===== config.mk =====
export PLATFORM = sky130hd
export DESIGN_NAME = lsu_ctrl
export DESIGN_NICKNAME = d
export VERILOG_FILES = /design/src/rtl/lsu_ctrl.sv
export SDC_FILE = /design/constraint.sdc
export NUM_CORES = 1
export LEC_CHECK = 0
export CAP_MARGIN = 20
export CORE_MARGIN = 4
export CORE_UTILIZATION = 40
export CTS_BUF_LIST = sky130_fd_sc_hd__clkbuf_8
export DETAILED_ROUTE_END_ITERATION = 10
export GPL_TIMING_DRIVEN = 0
export PLACE_DENSITY = 0.77
export SLEW_MARGIN = 20
export SYNTH_ARGS = -nofsm -noshare
export SYNTH_HDL_FRONTEND = slang
export SYNTH_SLANG_ARGS = --single-unit

===== constraint.sdc =====
create_clock -name clk -period 3.3 [get_ports clk]
set_clock_uncertainty 0.05 [all_clocks]
set_input_delay 0.99 -clock clk [delete_from_list [all_inputs] [get_ports clk]]
set_output_delay 0.99 -clock clk [all_outputs]
set_load 0.02 [all_outputs]

===== src/rtl/lsu_ctrl.sv =====
// Load/store control: aligns address, builds byte mask, shifts store data, extends load data.
// Latency: MEM_LAT+1 cycles accept-to-result for memory ops, 1 cycle for misaligned/non-memory ops.
// Backpressure: in_ready only in IDLE; out_ready low holds the result in DONE indefinitely.
module lsu_ctrl #(
    parameter int MEM_LAT = 1
) (
    input  logic        clk,
    input  logic        rst_n,
    input  logic        in_valid,
    output logic        in_ready,
    input  logic        in_load,
    input  logic        in_store,
    input  logic [2:0]  in_funct3,
    input  logic [63:0] in_addr,
    input  logic [63:0] in_wdata,
    input  logic [4:0]  in_rd,
    output logic        mem_read,
    output logic [63:0] mem_raddr,
    input  logic [63:0] mem_rdata,
    output logic        mem_write,
    output logic [63:0] mem_waddr,
    output logic [63:0] mem_wdata,
    output logic [7:0]  mem_wmask,
    output logic        out_valid,
    input  logic        out_ready,
    output logic [63:0] out_rdata,
    output logic [4:0]  out_rd,
    output logic        out_misalign
);

    typedef enum logic [1:0] {IDLE, ACCESS, DONE} state_t;

    localparam logic [3:0] LAT_M1 = 4'(MEM_LAT - 1);

    state_t      state, state_nx;
    logic        ld_q;
    logic [2:0]  f3_q;
    logic [63:0] addr_q;
    logic [63:0] wdata_q;
    logic [4:0]  rd_q;
    logic [3:0]  cnt_q;
    logic        mis_q;
    logic [63:0] rdata_q;

    logic        accept;
    logic        is_mem;
    logic        mis_in;
    logic [63:0] shifted;
    logic [63:0] ext;
    logic [7:0]  size_mask;
    logic [15:0] lane_mask;

    assign accept = in_valid && in_ready;
    assign is_mem = in_load || in_store;

    // Any address bit below the access size makes the operation misaligned.
    always_comb begin
        mis_in = 1'b0;
        case (in_funct3[1:0])
            2'd0:    mis_in = 1'b0;
            2'd1:    mis_in = in_addr[0];
            2'd2:    mis_in = |in_addr[1:0];
            default: mis_in = |in_addr[2:0];
        endcase
    end

    always_comb begin
        shifted = mem_rdata >> {addr_q[2:0], 3'b000};
        ext     = shifted;
        case (f3_q[1:0])
            2'd0:    ext = f3_q[2] ? {56'd0, shifted[7:0]}  : {{56{shifted[7]}},  shifted[7:0]};
            2'd1:    ext = f3_q[2] ? {48'd0, shifted[15:0]} : {{48{shifted[15]}}, shifted[15:0]};
            2'd2:    ext = f3_q[2] ? {32'd0, shifted[31:0]} : {{32{shifted[31]}}, shifted[31:0]};
            default: ext = shifted;
        endcase
    end

    always_comb begin
        size_mask = 8'hFF;
        case (f3_q[1:0])
            2'd0:    size_mask = 8'h01;
            2'd1:    size_mask = 8'h03;
            2'd2:    size_mask = 8'h0F;
            default: size_mask = 8'hFF;
        endcase
        lane_mask = {8'd0, size_mask} << addr_q[2:0];
    end

    always_ff @(posedge clk or negedge rst_n) begin
        if (!rst_n) state <= IDLE;
        else        state <= state_nx;
    end

    always_comb begin
        state_nx  = state;
        in_ready  = 1'b0;
        out_valid = 1'b0;
        mem_read  = 1'b0;
        mem_write = 1'b0;
        mem_raddr = 64'd0;
        mem_waddr = 64'd0;
        mem_wdata = 64'd0;
        mem_wmask = 8'd0;
        case (state)
            IDLE: begin
                in_ready = 1'b1;
                if (in_valid)
                    state_nx = (mis_in || !is_mem) ? DONE : ACCESS;
            end
            ACCESS: begin
                mem_raddr = {addr_q[63:3], 3'b000};
                mem_waddr = {addr_q[63:3], 3'b000};
                if (ld_q) begin
                    mem_read = 1'b1;
                end else begin
                    // The memory model writes on every evaluation: strobe only on the first cycle.
                    mem_write = (cnt_q == LAT_M1);
                    mem_wmask = lane_mask[7:0];
                    mem_wdata = wdata_q << {addr_q[2:0], 3'b000};
                end
                if (cnt_q == 4'd0)
                    state_nx = DONE;
            end
            DONE: begin
                out_valid = 1'b1;
                if (out_ready)
                    state_nx = IDLE;
            end
            default: state_nx = IDLE;
        endcase
    end

    always_ff @(posedge clk or negedge rst_n) begin
        if (!rst_n) begin
            ld_q    <= 1'b0;
            f3_q    <= 3'd0;
            addr_q  <= 64'd0;
            wdata_q <= 64'd0;
            rd_q    <= 5'd0;
            cnt_q   <= 4'd0;
            mis_q   <= 1'b0;
            rdata_q <= 64'd0;
        end else if (accept) begin
            ld_q    <= in_load;
            f3_q    <= in_funct3;
            addr_q  <= in_addr;
            wdata_q <= in_wdata;
            rd_q    <= in_rd;
            cnt_q   <= LAT_M1;
            mis_q   <= is_mem && mis_in;
            rdata_q <= 64'd0;
        end else if (state == ACCESS) begin
            if (cnt_q != 4'd0)
                cnt_q <= cnt_q - 4'd1;
            else if (ld_q)
                rdata_q <= ext;
        end
    end

    assign out_rdata    = rdata_q;
    assign out_rd       = rd_q;
    assign out_misalign = mis_q;

endmodule


## After elaboration in Yosys (flattened, before gate mapping)

Index checks and enable logic that the tools add are counted.
W data, S select, Z words.

| cells by class | value |
|---|---|
| add/sub/neg operators | 1 |
| reduce and logical (&&, ||, !) cells | 18 |
| equality and inequality tests | 10 |
| mux-type cells | 29 |
| shifts and indexed selects | 3 |

Operators by type and width:

| cell | number |
|---|---|
| $mux W64 | 10 |
| $pmux W64 S3 | 1 |
| $shl A64 B6 Y64 | 1 |
| $shr A64 B6 Y64 | 1 |
| $pmux W8 S3 | 1 |
| $mux W8 | 2 |
| $mux W4 | 3 |
| $mux W2 | 4 |
| $ne A2 B2 Y1 const B | 4 |
| $shl A8 B3 Y8 | 1 |
| $eq A2 B1 Y1 const B | 3 |
| $eq A2 B2 Y1 const B | 3 |
| $logic_not A2 Y1 | 3 |
| $mux W1 | 6 |
| $pmux W2 S3 | 1 |
| $reduce_and A3 Y1 | 2 |
| $reduce_bool A2 Y1 | 3 |
| $logic_not A4 Y1 | 1 |
| $reduce_bool A4 Y1 | 1 |
| $sub A4 B1 Y4 const B | 1 |
| $pmux W1 S3 | 1 |
| $reduce_or A3 Y1 | 1 |
| $logic_and A1 B1 Y1 | 2 |
| $logic_or A1 B1 Y1 | 2 |
| other kinds (3) | 3 |

| storage, ports and cells | value |
|---|---|
| logic and storage cells | 70 |
| register bits | 208 |
| bits of input ports | 206 |
| output and inout bits | 274 |

## Logic depth before layout (Yosys ltp)

| logic depth | value |
|---|---|
| depth after elaboration | 7 |
| gate-level depth with buffers | 10 |
| mapped depth without buffers | 7 |

## Worst setup path before layout

OpenSTA, ideal clock, no wires.

| timing path | value |
|---|---|
| path type | reg2out |
| start | register addr_q[0] |
| end | output mem_wmask[5] |
| path slack | -0.151 ns |
| cell stages (with the launch flop) | 8 |
| buffers on the path | 5 |
| required time | 2.260 ns |
| data arrival time | 2.411 ns |
| cells stage by stage | dfrtp_1 buf_4 buf_12 buf_6 buf_2 clkbuf_1 nor3_1 a2111oi_0 |

| between the ends | value |
|---|---|
| word-level cells in the longest chain between the ends | 3 |

RTL lines:

| item | line | text |
|---|---|---|
| start: declaration | 38 | `logic [63:0] addr_q;` |
| start signal: assignment | 146 | `addr_q <= in_addr;` |
| $shl A8 B3 Y8 | 86 | `lane_mask = {8'd0, size_mask} << addr_q[2:0];` |
| $mux W8 | 113 | `if (ld_q) begin` |
| $mux W8 | 104 | `case (state)` |
| end: declaration | 23 | `output logic [7:0] mem_wmask,` |

Every way passes these cells.

## Worst setup path in the final report

| timing path | value |
|---|---|
| start | register addr_q[0] |
| end | output mem_wdata[62] |

| between the ends | value |
|---|---|
| word-level cells in the longest chain between the ends | 3 |

RTL lines:

| item | line | text |
|---|---|---|
| $shl A64 B6 Y64 | 119 | `mem_wdata = wdata_q << {addr_q[2:0], 3'b000};` |
| $mux W64 | 113 |  |
| $mux W64 | 104 |  |
| end: declaration | 22 | `output logic [63:0] mem_wdata,` |

Every way passes these cells.

==> flow_summary.rst <==
.. list-table::
   :header-rows: 1

   * - Metric
     - Value
   * - Result of the run
     - finished with violations
   * - Violated checks
     - setup timing
   * - Post-synthesis register bit count
     - 208
   * - Clock sink total
     - 208
   * - Count of pins on the block boundary
     - 480
   * - Final Critical Period
     - 3.50 ns
   * - Final Power
     - 0.0179 W
   * - Largest voltage drop on the vdd net
     - 0.000425 V
   * - Detailed-route wire length per cell
     - 24.1 um
   * - Fin. Hold Viols
     - 0
   * - Utilization after layout
     - 66.1%
   * - Count of input and output buffers
     - 473
   * - Final cell area excluding filler cells
     - 20400 um2
   * - Cell repeated most along the worst path
     - sky130_fd_sc_hd__buf_12
   * - Vias in the first global route
     - 13980
   * - Initial DRC Count
     - 1220
   * - Top FF cell, synth
     - sky130_fd_sc_hd__dfrtp_1
   * - Number of nets in the layout
     - 2262
   * - Pin count of the biggest net entering global routing
     - 81
   * - Type of destination of the critical path
     - output port
   * - Initial antenna violation count
     - 1
   * - DRC violations left
     - 0
   * - Number of standard-cell rows in the floorplan
     - 64
   * - Dominant cell type by area after synthesis
     - sky130_fd_sc_hd__dfrtp_1
   * - Total number of vias
     - 13924
   * - Die Y
     - 186 um
   * - Clock latency reported for the late side of the worst-skew pair
     - 0.56 ns
   * - CTS HTree Levels
     - 2
   * - WP data required
     - 2.26 ns
   * - EDFF count, synth
     - 0
   * - Endpoint of the worst-slack reg-to-reg timing path
     - out_rdata[57]
   * - Maximum number of buffers from clock root to sink
     - 3
   * - Share of flip-flops with an asynchronous set or reset
     - 100%
   * - Slowest cell on the critical path
     - sky130_fd_sc_hd__dfrtp_1
   * - Leftover overflow at the end of global routing
     - 0
   * - Period utilisation layout
     - 106%
   * - Nature of the critical path startpoint
     - flop
   * - Post-detailed-routing wire length
     - 59.8 mm
   * - Die area
     - 34600 um2
   * - Launch instance of the worst register-to-register path
     - cnt_q[0]
   * - Leak
     - 9.68 nW
   * - Number of fill cells
     - 2550
   * - Power density over the cells
     - 876 nW/um2
   * - Die boundary width
     - 186 um
   * - Final total negative setup slack
     - -2.83 ns
   * - Clock root buffer
     - sky130_fd_sc_hd__clkbuf_8
   * - Data arrival time of the worst path
     - 2.46 ns
   * - First-pass GRT wire length
     - 85.7 mm
   * - Area after DPL
     - 18000 um2
   * - Clock-pin transition on the worst setup and hold timing paths
     - 0.06 ns
   * - Area share of the leading cell type in the synthesized netlist
     - 41.1%
   * - Synthesized area divided by synthesized cell count
     - 8.48 um2
   * - Worst setup path category
     - reg2out
   * - Share of cells above drive strength 1
     - 25.1%
   * - Clock tree from TritonCTS
     - built
   * - RSZ-0062 raised after global routing
     - yes
   * - Warning count from the yosys run
     - 0
   * - GPL Wtd Cong
     - 1.00
   * - Number of detailed-routing iterations run before antenna repair
     - 7
   * - Most frequently used cell type in the post-synthesis netlist
     - sky130_fd_sc_hd__nand2_1
   * - Most numerous cell types in the synthesized netlist
     - sky130_fd_sc_hd__nand2_1 (477), sky130_fd_sc_hd__dfrtp_1 (208), sky130_fd_sc_hd__and2_1 (89)
   * - Final HPWL from detailed placement
     - 44.8 mm
   * - Longest individual stage delay on the worst path
     - 0.37 ns
   * - Cells along the critical path
     - buf_12, buf_12, buf_12, buf_12, mux2i_4, a21oi_4, buf_6, mux2i_4, nor2_2, buf_6
   * - Post-Synthesis Cell Area
     - 12700 um2
   * - Max Slew Vio Count
     - 0
   * - Slack of the worst reg-to-reg path
     - 0.22 ns
   * - Vias per inst
     - 5.62
   * - Sequential element share of the synthesized area
     - 41.1%
   * - Max_cap viols
     - 0
   * - Synthesized instance count
     - 1493
   * - Area inside the core boundary
     - 30900 um2
   * - Top cells by area, synth
     - sky130_fd_sc_hd__dfrtp_1 (41%), sky130_fd_sc_hd__nand2_1 (14%), sky130_fd_sc_hd__mux2i_1 (6.1%), sky130_fd_sc_hd__mux4_2 (5.9%), sky130_fd_sc_hd__and2_1 (4.4%)
   * - Global Route Usage Sum
     - 32.8%
   * - Type of the most critical hold path
     - in2async
   * - Post-placement worst setup slack
     - -1.02 ns
   * - Final Setup Violations
     - 37
   * - Slew margin rel.
     - 40.3%
   * - Worst reg2reg path depth
     - 10
   * - Remaining number of nets flagged by the antenna check after routing
     - 0
   * - Peak clock frequency supported by timing
     - 286 MHz
   * - Initial Util
     - 41.0%
   * - Worst-case setup margin in the final layout
     - -0.196 ns
   * - Unique cell type count in the Yosys netlist
     - 51
   * - Highest fanout seen on the critical path
     - 8
   * - CTS buffer count
     - 38
   * - Area growth from synthesis to layout
     - 61.4%
   * - Slew at the pin with the worst max-slew slack
     - 0.896 ns
==> final cells by class <==
cell class | count | area [um2] | share of cell area (%)
Multi-Input combinational cell | 1088 | 7350 | 36.0
Tap cell | 396 | 495 | 2.42
Buffer | 177 | 1440 | 7.05
Inverter | 14 | 57.6 | 0.282
Clock inverter | 20 | 133 | 0.649
Clock buffer | 47 | 647 | 3.17
Antenna cell | 2 | 5.00 | 0.0245
Sequential cell | 208 | 5210 | 25.5
Timing Repair Buffer | 527 | 5090 | 24.9
==> sequential cells by signal, summed over array words and instances (netlist names) <==
signal / flops
out_rdata: 64
wdata_q: 64
addr_q: 64
f3_q: 3
ld_q: 1
out_rd: 5
out_misalign: 1
state: 2
cnt_q: 4
==> logic make-up after synthesis <==
| family | count (synthesis) | share of synthesized area (%) |
|---|---|---|
| adders and majority gates | 2 | 0.198 |
| and+or+nand+nor | 694 | 23.5 |
| xor gates and xnor gates | 2 | 0.138 |
| AOI/OAI and AO/OA | 265 | 13.7 |
| buffers and inverters | 202 | 8.55 |
| other | 1 | 0.0296 |
| muxes | 119 | 12.8 |
| DFF | 208 | 41.1 |
==> layout by cell type (no fill, tap or decap), types with 9 or more instances in the layout <==
cell type	n
sky130_fd_sc_hd__dlygate4sd2_1	100
sky130_fd_sc_hd__a211oi_1	15
sky130_fd_sc_hd__nand2_1	474
sky130_fd_sc_hd__clkdlybuf4s50_1	277
sky130_fd_sc_hd__and2_4	17
sky130_fd_sc_hd__a21oi_2	16
sky130_fd_sc_hd__inv_1	23
sky130_fd_sc_hd__buf_12	18
sky130_fd_sc_hd__a21oi_1	45
sky130_fd_sc_hd__clkbuf_8	53
sky130_fd_sc_hd__nand3_1	14
sky130_fd_sc_hd__clkbuf_1	50
sky130_fd_sc_hd__o22ai_1	20
sky130_fd_sc_hd__dfrtp_1	205
sky130_fd_sc_hd__o211ai_1	13
sky130_fd_sc_hd__a211oi_2	12
sky130_fd_sc_hd__nor2b_1	16
sky130_fd_sc_hd__nor2_1	43
sky130_fd_sc_hd__buf_2	15
sky130_fd_sc_hd__nor2_2	16
sky130_fd_sc_hd__buf_4	127
sky130_fd_sc_hd__and2_1	71
sky130_fd_sc_hd__mux4_2	33
sky130_fd_sc_hd__o21ai_0	67
sky130_fd_sc_hd__a211oi_4	11
sky130_fd_sc_hd__a221o_1	9
sky130_fd_sc_hd__clkdlybuf4s15_1	16
sky130_fd_sc_hd__mux2i_4	22
sky130_fd_sc_hd__buf_6	46
sky130_fd_sc_hd__mux2i_1	49
sky130_fd_sc_hd__clkbuf_2	22
==> worst max-delay path, delay by kind of cell (launching register included) <==
kind                   cells  cell delay, ns
AOI/OAI and AO/OA          1            0.08
and+or+nand+nor            1            0.08
muxes                      2            0.48
DFF                        1            0.37
buffers and inverters      6            0.87
==> worst max-delay path by stage <==
| stage | startpoint | depth (start not counted) | end |
|---|---|---|---|
| after floorplan | addr_q[0] | 7 | mem_wmask[5] |
| after detailed placement | addr_q[1] | 7 | mem_wdata[45] |
| after global routing | addr_q[0] | 10 | mem_wdata[62] |
| after CTS | addr_q[0] | 9 | mem_wdata[51] |
| final | addr_q[0] | 10 | mem_wdata[62] |
| after global placement | rst_n | 1 | out_rd[3] |
==> routing by layer <==
metal | GRT usage, % | vias to the layer above | routed length (um)
li1 | - | 6099 | -
met1 | 40.6 | 6698 | 22600
met2 | 54.7 | 886 | 28400
met3 | 6.64 | 241 | 5220
met4 | 16.3 | 0 | 3600
met5 | 0 | - | 0
==> through the flow <==
step	hold WS, ns	std cells
2_1_floorplan	0.387	1498
3_3_place_gp	0.401	2367
3_5_place_dp	0.404	2369
4_1_cts	0.304	2459
5_1_grt	0.324	2477
6_report	0.309	2479
==> what timing repair did <==
action / CTS / global route
gates cloned: 7 / 1
pin swaps: 45 / 43
buffers inserted: 27 / 19
gates resized for setup: 740 / 178
endpoints found under the setup margin: 196 / 102
hold buffers: 0 / 0
==> where the power goes <==
group,switching (W),total (W),internal (W)
Combinational,0.00605,0.0108,0.00480
Clock,0.00115,0.00252,0.00138
Sequential,0.00101,0.00453,0.00352
Total,0.00820,0.0179,0.00970
Power figures use the tool's default switching activity.
